File: src/rtl/my_cpu_pkg.sv
// ============================================================================
// Module   : my_cpu_pkg
// Brief    : Shared state encoding and instruction bit positions for the
//            Hack-style control/register stage.
// Revision : 1.0 - initial release
// ============================================================================
`default_nettype none

package my_cpu_pkg;

  typedef enum logic [1:0] {
    FETCH   = 2'd0,
    EXEC    = 2'd1,
    WRITE_M = 2'd2
  } cpu_state_t;

  localparam int CI_BIT     = 15;
  localparam int AM_BIT     = 12;
  localparam int ALU_CTL_HI = 11;
  localparam int ALU_CTL_LO = 6;
  localparam int DEST_A     = 5;
  localparam int DEST_D     = 4;
  localparam int DEST_M     = 3;
  localparam int J_LT       = 2;
  localparam int J_EQ       = 1;
  localparam int J_GT       = 0;

endpackage

`default_nettype wire

File: src/rtl/my_jump_cond.sv
// ============================================================================
// Module   : my_jump_cond
// Brief    : Combinational jump decision from the jump field and ALU flags.
// Revision : 1.0 - initial release
// ============================================================================
`default_nettype none

module my_jump_cond
  import my_cpu_pkg::*;
(
  input  logic [2:0] jbits,
  input  logic       zr,
  input  logic       ng,
  output logic       jmp
);

  assign jmp = (jbits[J_LT] & ng) | (jbits[J_EQ] & zr) | (jbits[J_GT] & ~ng & ~zr);

endmodule

`default_nettype wire

File: src/rtl/my_cpu_state.sv
// ============================================================================
// Module   : my_cpu_state
// Brief    : A/D/PC/IR register stage with handshaked fetch and memory write,
//            driving the external ALU and committing its result.
// Revision : 1.0 - initial release
// ============================================================================
`default_nettype none

module my_cpu_state
  import my_cpu_pkg::*;
(
  input  logic        clk,
  input  logic        rst,
  input  logic [15:0] instr,
  input  logic        instr_valid,
  output logic        instr_ready,
  output logic [15:0] pc,
  output logic [15:0] ir,
  output logic [15:0] alu_x,
  output logic [15:0] alu_y,
  input  logic [15:0] alu_out,
  input  logic        alu_zr,
  input  logic        alu_ng,
  output logic [14:0] m_addr,
  input  logic [15:0] m_rdata,
  output logic [15:0] m_wdata,
  output logic        m_we,
  input  logic        m_ack,
  output logic        retire
);

  cpu_state_t  r_state;
  cpu_state_t  w_state_nxt;
  logic [15:0] r_a;
  logic [15:0] r_d;
  logic [15:0] r_pc;
  logic [15:0] r_ir;
  logic [15:0] r_res_q;
  logic        r_jmp_q;

  logic        w_jmp;
  logic        w_is_c;
  logic        w_needs_m;
  logic [15:0] w_commit_res;
  logic        w_commit_jmp;
  logic [15:0] w_pc_inc;

  assign w_is_c    = r_ir[CI_BIT];
  assign w_needs_m = r_ir[CI_BIT] & r_ir[DEST_M];
  assign w_pc_inc  = r_pc + 16'd1;

  my_jump_cond u_jump_cond (
    .jbits (r_ir[J_LT:J_GT]),
    .zr    (alu_zr),
    .ng    (alu_ng),
    .jmp   (w_jmp)
  );

  // A memory-writing instruction commits from the values captured in EXEC.
  assign w_commit_res = (r_state == WRITE_M) ? r_res_q : alu_out;
  assign w_commit_jmp = (r_state == WRITE_M) ? r_jmp_q : w_jmp;

  always_ff @(posedge clk or posedge rst) begin
    if (rst) begin
      r_state <= FETCH;
    end else begin
      r_state <= w_state_nxt;
    end
  end

  always_comb begin
    w_state_nxt = r_state;
    case (r_state)
      FETCH:   if (instr_valid) w_state_nxt = EXEC;
      EXEC:    w_state_nxt = w_needs_m ? WRITE_M : FETCH;
      WRITE_M: if (m_ack) w_state_nxt = FETCH;
      default: w_state_nxt = FETCH;
    endcase
  end

  always_comb begin
    instr_ready = 1'b0;
    m_we        = 1'b0;
    retire      = 1'b0;
    case (r_state)
      FETCH:   instr_ready = ~rst;
      EXEC:    retire      = ~w_needs_m;
      WRITE_M: begin
        m_we   = 1'b1;
        retire = m_ack;
      end
      default: begin
        instr_ready = 1'b0;
      end
    endcase
  end

  always_ff @(posedge clk or posedge rst) begin
    if (rst) begin
      r_a     <= 16'd0;
      r_d     <= 16'd0;
      r_pc    <= 16'd0;
      r_ir    <= 16'd0;
      r_res_q <= 16'd0;
      r_jmp_q <= 1'b0;
    end else begin
      if (instr_ready && instr_valid) begin
        r_ir <= instr;
      end
      if ((r_state == EXEC) && w_is_c) begin
        r_res_q <= alu_out;
        r_jmp_q <= w_jmp;
      end
      if (retire) begin
        if (!w_is_c) begin
          r_a  <= {1'b0, r_ir[14:0]};
          r_pc <= w_pc_inc;
        end else begin
          if (r_ir[DEST_A]) r_a <= w_commit_res;
          if (r_ir[DEST_D]) r_d <= w_commit_res;
          // Jump target is A as it stood before this instruction.
          r_pc <= w_commit_jmp ? r_a : w_pc_inc;
        end
      end
    end
  end

  assign pc      = r_pc;
  assign ir      = r_ir;
  assign alu_x   = r_d;
  assign alu_y   = r_ir[AM_BIT] ? m_rdata : r_a;
  assign m_addr  = r_a[14:0];
  assign m_wdata = r_res_q;

endmodule

`default_nettype wire

File: config.mk
export PLATFORM = sky130hd
export DESIGN_NAME = my_cpu_state
export DESIGN_NICKNAME = d
export VERILOG_FILES = /design/src/rtl/my_cpu_pkg.sv /design/src/rtl/my_jump_cond.sv /design/src/rtl/my_cpu_state.sv
export SDC_FILE = /design/constraint.sdc
export NUM_CORES = 1
export LEC_CHECK = 0
export CELL_PAD_IN_SITES_DETAIL_PLACEMENT = 0
export CELL_PAD_IN_SITES_GLOBAL_PLACEMENT = 1
export CORE_MARGIN = 1
export CORE_UTILIZATION = 34
export DETAILED_ROUTE_END_ITERATION = 8
export PLACE_DENSITY_LB_ADDON = 0.1
export SLEW_MARGIN = 20
export SYNTH_ARGS = -nofsm -noshare
export SYNTH_HDL_FRONTEND = slang
export SYNTH_SLANG_ARGS = --single-unit
File: constraint.sdc
create_clock -name clk -period 3.26 [get_ports clk]
set_clock_uncertainty 0.1 [all_clocks]
set_input_delay 0.326 -clock clk [delete_from_list [all_inputs] [get_ports clk]]
set_output_delay 0.326 -clock clk [all_outputs]
set_load 0.05 [all_outputs]
After elaboration in Yosys (flattened, before gate mapping)
Index checks and enable logic that the tools add are counted.
{ "op_classes": {"add_sub_neg": 1, "n_eq_ne": 5, "n_mux": 14, "n_bitwise": 11, "n_reduce_logical": 6} }
{ "op_table": {"columns": ["cell", "count"], "rows": [
  ["$mux W16", 6],
  ["$add A16 B1 Y16 const B", 1],
  ["$mux W2", 3],
  ["$ne A2 B2 Y1 const B", 3],
  ["$pmux W2 S3", 1],
  ["$and A1 B1 Y1", 5],
  ["$not A1 Y1", 4],
  ["$reduce_and A2 Y1", 2],
  ["$mux W1", 3],
  ["$reduce_and A3 Y1", 1],
  ["$eq A2 B1 Y1 const B", 1],
  ["$eq A2 B2 Y1 const B", 1],
  ["$logic_and A1 B1 Y1", 2],
  ["$logic_not A2 Y1", 1],
  ["$or A1 B1 Y1", 2],
  ["$pmux W1 S2", 1]
]} }
{ "totals": {"regBits": 83, "inputBits": 54} }

Logic depth before layout (Yosys ltp)
Gate-level depths: netlist (run 1).
{ "depth": {"ltp_word": 7, "mapped_depth": 8, "ltp_nobuf": 7} }

Modules after synthesis
From an unflattened synthesis (run 1), not the netlist that was laid out.
{ "unflattened": {"hier_cells": 409, "hier_area_um2": 4157.7} }
{ "by_module_without_submodules": {"columns": ["mod", "instances", "cells_per_inst", "area_each_um2", "seq_area_each_um2"], "rows": [
  ["my_cpu_state", 1, 407, 4140.2, 2077.0],
  ["my_jump_cond", 1, 2, 17.5, 0.0]
]} }

Worst setup path before layout (run 1)
Ideal clock, no wire load.
{ "synth_path": {"path_kind": "reg2out", "startpoint": "reg r_state[0]", "endpoint": "out retire", "arrival_time_ns": 2.060, "t_required_ns": 2.834, "slack_ns": 0.774, "path_stages_with_launch": 8, "n_path_buf": 2, "path_cell_list": "dfrtp_1 -> inv_1 -> ha_1 -> and2_0 -> clkbuf_1 -> o21ai_1 -> inv_1 -> buf_2"} }
{ "synth_via": {"elab_chain_cells": 2, "word_cells_on_any_way": 3} }
{ "synth_rtl": {"columns": ["element", "line", "source"], "rows": [
  ["start: declaration", "my_cpu_state.sv:32", "cpu_state_t r_state;"],
  ["start signal: assignment", "my_cpu_state.sv:67", "r_state <= w_state_nxt;"],
  ["$eq A2 B2 Y1 or $eq A2 B1 Y1 (tied branches)", "my_cpu_state.sv:85", "case (r_state)"],
  ["$pmux W1 S2 (*)", "my_cpu_state.sv:85", null],
  ["end: declaration", "my_cpu_state.sv:29", "output logic retire"]
]} }
Mark *: on every way between the ends. The rest lies on a longest branch, timed or not.

Worst setup path in the final report (run 1)
{ "layout_path": {"startpoint": "reg r_ir[12] (netlist: ir[12])", "endpoint": "out alu_y[2]"} }
{ "layout_via": {"elab_chain_cells": 1} }
{ "layout_rtl": {"columns": ["element", "line", "source"], "rows": [
  ["start: declaration", "my_cpu_state.sv:37", "logic [15:0] r_ir;"],
  ["start signal: assignment", "my_cpu_state.sv:108", "r_ir <= instr;"],
  ["$mux W16", "my_cpu_state.sv:131", "assign alu_y = r_ir[AM_BIT] ? m_rdata : r_a;"],
  ["end: declaration", "my_cpu_state.sv:20", "output logic [15:0] alu_y,"]
]} }
No other way between the ends.

==> key figures, run 1 <==
CTS
  • CTS tree: done
  • Clock Sinks: 83
  • Root Driver: clkbuf_16
  • Worst skew pair latency: 0.34 ns
  • TritonCTS buffer count: 9
  • Hold_buf cts: 0
  • Reg clk slew, reported paths: 0.06 ns
  • Clock H-tree levels: 3
  • Max clock buf depth: 2
  • Post-CTS resize count: 0
  • Post-CTS Setup Bufs: 0

Global route
  • Number of global-route vias before repair: 3579
  • All-Layer GR Usage: 0.198
  • Gr ovfl total: 0
  • Initial antenna violation count: 0
  • Global-route wire length before repair: 19300 um
  • Largest net degree at the start of global routing: 50

Worst setup path
  • Slowest-stage cell, CP: dfrtp_1
  • Crit path buf inv count: 1
  • Critical Path Source Type: flip-flop
  • Critical path capture point type: output pin
  • Max stage delay on crit path: 0.86 ns
  • Arr. time, crit path: 2.33 ns
  • Worst EP required: 2.83 ns
  • Worst-path maximum fanout: 19
  • Cells along the critical path: mux2_2, clkdlybuf4s50_1
  • Cell family with most CP delay: flip-flops
  • Worst Path Class, Setup: flip-flop to output pin

Die
  • DIE WIDTH: 114 um
  • Core Region: 12100 sq um
  • Die area: 12900 sq um
  • Initial Utilization: 0.351
  • Die Y: 114 um
  • Row cnt: 40
  • Top Ports: 152

Cells and area
  • FF+latch area: 2080 sq um
  • Nets: 590
  • Synthesis-to-finish area growth: 45.1%
  • Final Core Density: 0.510
  • Filler cells: 1129
  • Layout cells sized above 1: 0.151
  • # diodes: 0
  • Multi-input logic area: 1930 sq um

Detailed routing
  • WL met2: 5950 um
  • Antenna viol nets, final: 0
  • Routed WL per cell: 17.4 um
  • Drt initial violations: 235
  • Via Count: 3510
  • Vias per cell: 4.99
  • Drt first pass iters: 6
  • Residual DRC: 0
  • Met3 wire len: 696 um
  • Top Metal Used: met4
  • Routed wire length: 12200 um
  • M1 wire length: 5470 um

Synthesis
  • Yosys warns: 0
  • Post-synthesis register bit count: 83
  • Syn_area_per_cell: 10.6 sq um
  • Most used DFF post-synth: dfrtp_1
  • Library cells used by synthesis: 43
  • Syn Nets: 459
  • Register area share after synthesis: 0.490
  • Asr flop ratio synth: 1.00
  • Post-synth EDFFs: 0
  • Cells after synthesis: 400
  • Cell area after synthesis: 4240 sq um

Min path
  • Worst Hold Class: input port to asynchronous set/reset pin

Status
  • Outcome: complete, no violations

Timing
  • Final hold viol count: 0
  • Setup Viol. Count Final: 0
  • Pins Over Slew Limit: 0
  • Post-layout min period: 2.76 ns
  • RSZ-0062 raised after global routing: no
  • Slew margin rel.: 0.456
  • Max Freq: 362 MHz
  • Setup total negative slack: 0 ns
  • Fin crit share: 0.847
  • Worst Tran Pin Value: 0.813 ns

Job
  • Max-cap violations: 0

Placement
  • PortBufs: 151
  • Final Wtd Congestion: 0.738
  • DP Wirelength: 8980 um
==> per-layer routing <==
metal  track usage  up-vias
li1              -     1688
met1         0.248     1716
met2         0.328       98
met3        0.0675        8
met4        0.0500        0
met5             0        -
==> cells in the final DEF, fill, tap and decap left out, types with 2 or more instances in the layout <==
| master | count |
|---|---|
| a21oi_1 | 15 |
| a2bb2oi_1 | 8 |
| and2_1 | 2 |
| and4_1 | 3 |
| buf_12 | 2 |
| buf_4 | 9 |
| clkbuf_1 | 2 |
| clkbuf_16 | 9 |
| clkbuf_8 | 2 |
| clkdlybuf4s50_1 | 149 |
| dfrtp_1 | 83 |
| ha_1 | 5 |
| inv_1 | 7 |
| mux2_2 | 49 |
| mux2i_1 | 25 |
| nand2_1 | 53 |
| nand3_1 | 10 |
| nand4_1 | 7 |
| nor2_1 | 12 |
| nor4_1 | 2 |
| o211ai_1 | 7 |
| o21ai_0 | 44 |
| o2bb2ai_1 | 2 |
| o311a_1 | 2 |
| or4_1 | 3 |
==> stage by stage <==
step / hold slack, ns / cell area [sq um] / cells / setup WS, ns
floorplan: 0.341 / 4240 / 400 / 0.697
global placement: 0.358 / 5850 / 688 / 0.852
detailed placement: 0.370 / 5850 / 688 / 0.839
CTS: 0.312 / 6150 / 704 / 0.458
global route: 0.360 / 6150 / 704 / 0.310
finish: 0.308 / 6150 / 704 / 0.500
==> final timing paths <==
check | depth (start not counted) | from | endpoint | slack (ns)
max | 2 | ir[12]$_DFFE_PP0P_ | alu_y[2] | 0.50
min | 2 | rst | alu_x[14]$_DFFE_PP0P_ | 0.31
max reg2reg | 7 | r_state[1]$_DFFE_PP0P_ | pc[2]$_DFFE_PP0P_ | 0.94
min reg2reg | 2 | alu_x[14]$_DFFE_PP0P_ | alu_x[14]$_DFFE_PP0P_ | 0.38
max in group asynchronous | 3 | rst | r_state[0]$_DFFE_PP0P_ | 2.06
min in group clk | 2 | alu_x[14]$_DFFE_PP0P_ | alu_x[14]$_DFFE_PP0P_ | 0.38
==> registers in the layout, summed over array words and instances (netlist names) <==
register	flops
pc	16
alu_x	16
ir	16
r_state	2
m_wdata	16
r_a	16
r_jmp_q	1
==> cells in the mapped netlist, types with 8 or more instances <==
cell       instances  area [sq um]
buf_4             16           120
a21oi_1           15          75.1
dfrtp_1           83          2080
a2bb2oi_1          8          70.1
mux2i_1           25           250
nand2_1           53           199
inv_1              8          30.0
nor2_1            12          45.0
clkbuf_1          15          56.3
mux2_2            49           552
nand3_1           10          50.1
o21ai_0           44           220
==> worst reg2reg max path, stage by stage (launching register included) <==
cell	delay [ns]
dfrtp_1	0.40
inv_1	0.11
ha_1	0.19
a21boi_2	0.40
o21ai_1	0.13
inv_1	0.51
o21ai_0	0.22
a22oi_1	0.18
==> final cells by class <==
class	instances	share of cell area
Clock buffer	13	0.0423
Clock inverter	3	0.00752
Inverter	8	0.00508
Multi-Input combinational cell	269	0.313
Sequential cell	83	0.338
Tap cell	168	0.0342
Timing Repair Buffer	160	0.260
==> cell families (layout without fill, tap and decap cells) <==
| logic type | count (synthesis) | count (layout) | share of synthesized area |
|---|---|---|---|
| adders and majority gates | 5 | 5 | 0.0148 |
| AOI/OAI and AO/OA | 93 | 93 | 0.140 |
| DFF | 83 | 83 | 0.490 |
| muxes | 74 | 74 | 0.189 |
| and+or+nand+nor | 97 | 97 | 0.106 |
| buffers and inverters | 48 | 184 | 0.0605 |
Power of run 1 is not shown: default switching activity piles up to over one toggle a cycle in this logic, so the estimate is an artifact.
==> inputs of run 2 (changes only) <==
--- a/config.mk
+++ b/config.mk
@@ -8,7 +8,7 @@
 export CELL_PAD_IN_SITES_DETAIL_PLACEMENT = 0
 export CELL_PAD_IN_SITES_GLOBAL_PLACEMENT = 1
 export CORE_MARGIN = 1
-export CORE_UTILIZATION = 34
+export CORE_UTILIZATION = 31
 export DETAILED_ROUTE_END_ITERATION = 8
 export PLACE_DENSITY_LB_ADDON = 0.1
 export SLEW_MARGIN = 20
==> constraint.sdc (replaced) <==
create_clock -name clk -period 2.2 [get_ports clk]
set_clock_uncertainty 0.1 [all_clocks]
set_input_delay 0.22 -clock clk [delete_from_list [all_inputs] [get_ports clk]]
set_output_delay 0.22 -clock clk [all_outputs]
set_load 0.05 [all_outputs]
==> key figures, run 2 (synthesis results as in run 1) <==
Cells and area
  • Commonest non-fill, non-tap cell in the layout: clkdlybuf4s50_1
  • Synthesis-to-finish area growth: 49.9%
  • Layout cells sized above 1: 0.230 (+0.0791)
  • # diodes: 0 (unchanged)
  • Final Core Density: 0.478 (-0.0320)
  • Commonest non-fill, non-tap cells in the layout: clkdlybuf4s50_1 (130), dfrtp_1 (83), nand2_1 (53)
  • Fin cells: 732 (+4.0%)
  • Nets: 610 (+3.4%)

Timing
  • Worst Tran Pin Value: 0.603 ns (-0.210 ns)
  • Final WS setup: 0.102 ns (-0.398 ns)
  • Final hold slack: 0.338 ns (+0.0295 ns)
  • Post-layout min period: 2.10 ns
  • Max Freq: 477 MHz
  • Fin crit share: 0.954
  • Slew margin rel.: 0.598 (+0.142)
  • Setup Viol. Count Final: 0 (unchanged)
  • Pins Over Slew Limit: 0 (unchanged)
  • Final hold viol count: 0 (unchanged)
  • RSZ-0062 raised after global routing: no

Die
  • Row cnt: 42 (+5.0%)
  • Die Y: 119 um (+4.6%)
  • Initial Utilization: 0.319 (-0.0326)
  • Core Region: 13300 sq um (+10%)
  • Top Ports: 152 (unchanged)
  • Die area: 14100 sq um (+9.5%)
  • DIE WIDTH: 119 um (+4.6%)

Placement
  • Cells after DPL: 715 (+3.9%)
  • PortBufs: 151 (unchanged)
  • Final Wtd Congestion: 0.775 (+5.1%)
  • Worst slack at placement: -0.0225 ns (-0.862 ns)
  • DP Wirelength: 9330 um (+3.8%)

Global route
  • All-Layer GR Usage: 0.178 (-0.0199)
  • Initial antenna violation count: 0 (unchanged)
  • Number of global-route vias before repair: 3495 (-2.3%)
  • Global-route wire length before repair: 19200 um (-0.79%)
  • Gr ovfl total: 0 (unchanged)
  • Largest net degree at the start of global routing: 46 (-8.0%)

CTS
  • CTS tree: done
  • Max clock buf depth: 2 (unchanged)
  • Root Driver: clkbuf_16
  • Reg clk slew, reported paths: 0.06 ns (about the same)
  • Clock Sinks: 83 (unchanged)
  • TritonCTS buffer count: 9 (unchanged)
  • Clock H-tree levels: 3 (unchanged)
  • Worst skew pair latency: 0.34 ns (about the same)

Detailed routing
  • Via Count: 3542 (+0.91%)
  • Antenna viol nets, final: 0 (unchanged)
  • Vias per cell: 4.84 (-2.9%)
  • Routed WL per cell: 16.8 um (-3.3%)
  • Drt initial violations: 146 (-38%)
  • Residual DRC: 0 (unchanged)
  • Drt first pass iters: 4 (-2)
  • Routed wire length: 12300 um (+0.52%)

Worst setup path
  • R2R Path Start: r_state[1]$_DFFE_PP0P_
  • Worst setup endpoint: retire
  • Worst Path Class, Setup: flip-flop to output pin
  • Arr. time, crit path: 1.78 ns (-0.55 ns)
  • Worst-path maximum fanout: 7 (-12)
  • Worst R2R Setup Slack: 0.19 ns (-0.75 ns)
  • Worst EP required: 1.88 ns (-0.95 ns)
  • Beginning of the critical path: r_state[0]$_DFFE_PP0P_
  • Critical Path Source Type: flip-flop
  • Reg2reg end: pc[10]$_DFFE_PP0P_
  • R2R depth: 6 (-1)
  • Critical path capture point type: output pin

Job
  • Max-cap violations: 0 (unchanged)

Status
  • Outcome: complete, no violations

Min path
  • Worst Hold Class: input port to asynchronous set/reset pin
## run 2: changes by cell type in the layout (fill, tap and decap cells not counted), moves of 2 or more
cell,before,now
ha_1,5,3
buf_4,9,43
inv_1,7,5
clkdlybuf4s50_1,149,130
inv_2,0,2
clkinv_2,1,3
buf_12,2,7
## run 2: how the worst min path moves through the flow
stage               cells past startpoint                      end                 from
floorplan                               1       ir[10]$_DFFE_PP0P_            instr[10]
global placement                        2      r_jmp_q$_DFFE_PP0P_  r_jmp_q$_DFFE_PP0P_
detailed placement                      2      r_jmp_q$_DFFE_PP0P_  r_jmp_q$_DFFE_PP0P_
CTS                                     3   r_state[1]$_DFFE_PP0P_                  rst
global route                            3  m_wdata[13]$_DFFE_PP0P_                  rst
finish                                  3  m_wdata[13]$_DFFE_PP0P_                  rst
## run 2: what timing repair did
| action | CTS | global route |
|---|---|---|
| hold endpoints to repair | 0 | 0 |
| gates resized for setup | 4 | 5 |
| endpoints found under the setup margin | 1 | 1 |
| hold buffers | 0 | 0 |
| buffers inserted | 1 | 0 |
| pin swaps | 0 | 1 |
## run 2: final cells by class
class / count / area [sq um]
Inverter: 8 / 33.8
Fill cell: 1247 / 6940
Tap cell: 176 / 220
Sequential cell: 83 / 2080
Timing Repair Buffer: 180 / 1760
Multi-Input combinational cell: 269 / 1970
Clock inverter: 5 / 52.6
Clock buffer: 11 / 243
## run 2: critical path: stages, from the launching register on
cell     delay [ns]
dfrtp_1        0.38
inv_2          0.08
ha_4           0.19
and2_2         0.21
o21ai_4        0.17
inv_1          0.07
buf_4          0.17
buf_12         0.15
## run 2: per-layer routing
metal,GRT usage,wire length [um],part of all wire
met5,0,0,0
met4,0.0712,193,0.016
met3,0.0393,588,0.048
met2,0.284,5800,0.47
met1,0.234,5700,0.46
## run 2: metrics by stage
step	instance area, sq um	setup TNS, ns
2_1_floorplan	4250	-0.0318
3_3_place_gp	6020	0
3_5_place_dp	6020	-0.0225
4_1_cts	6340	0
5_1_grt	6360	0
6_report	6360	0
Power of run 2 is left out for the same reason.
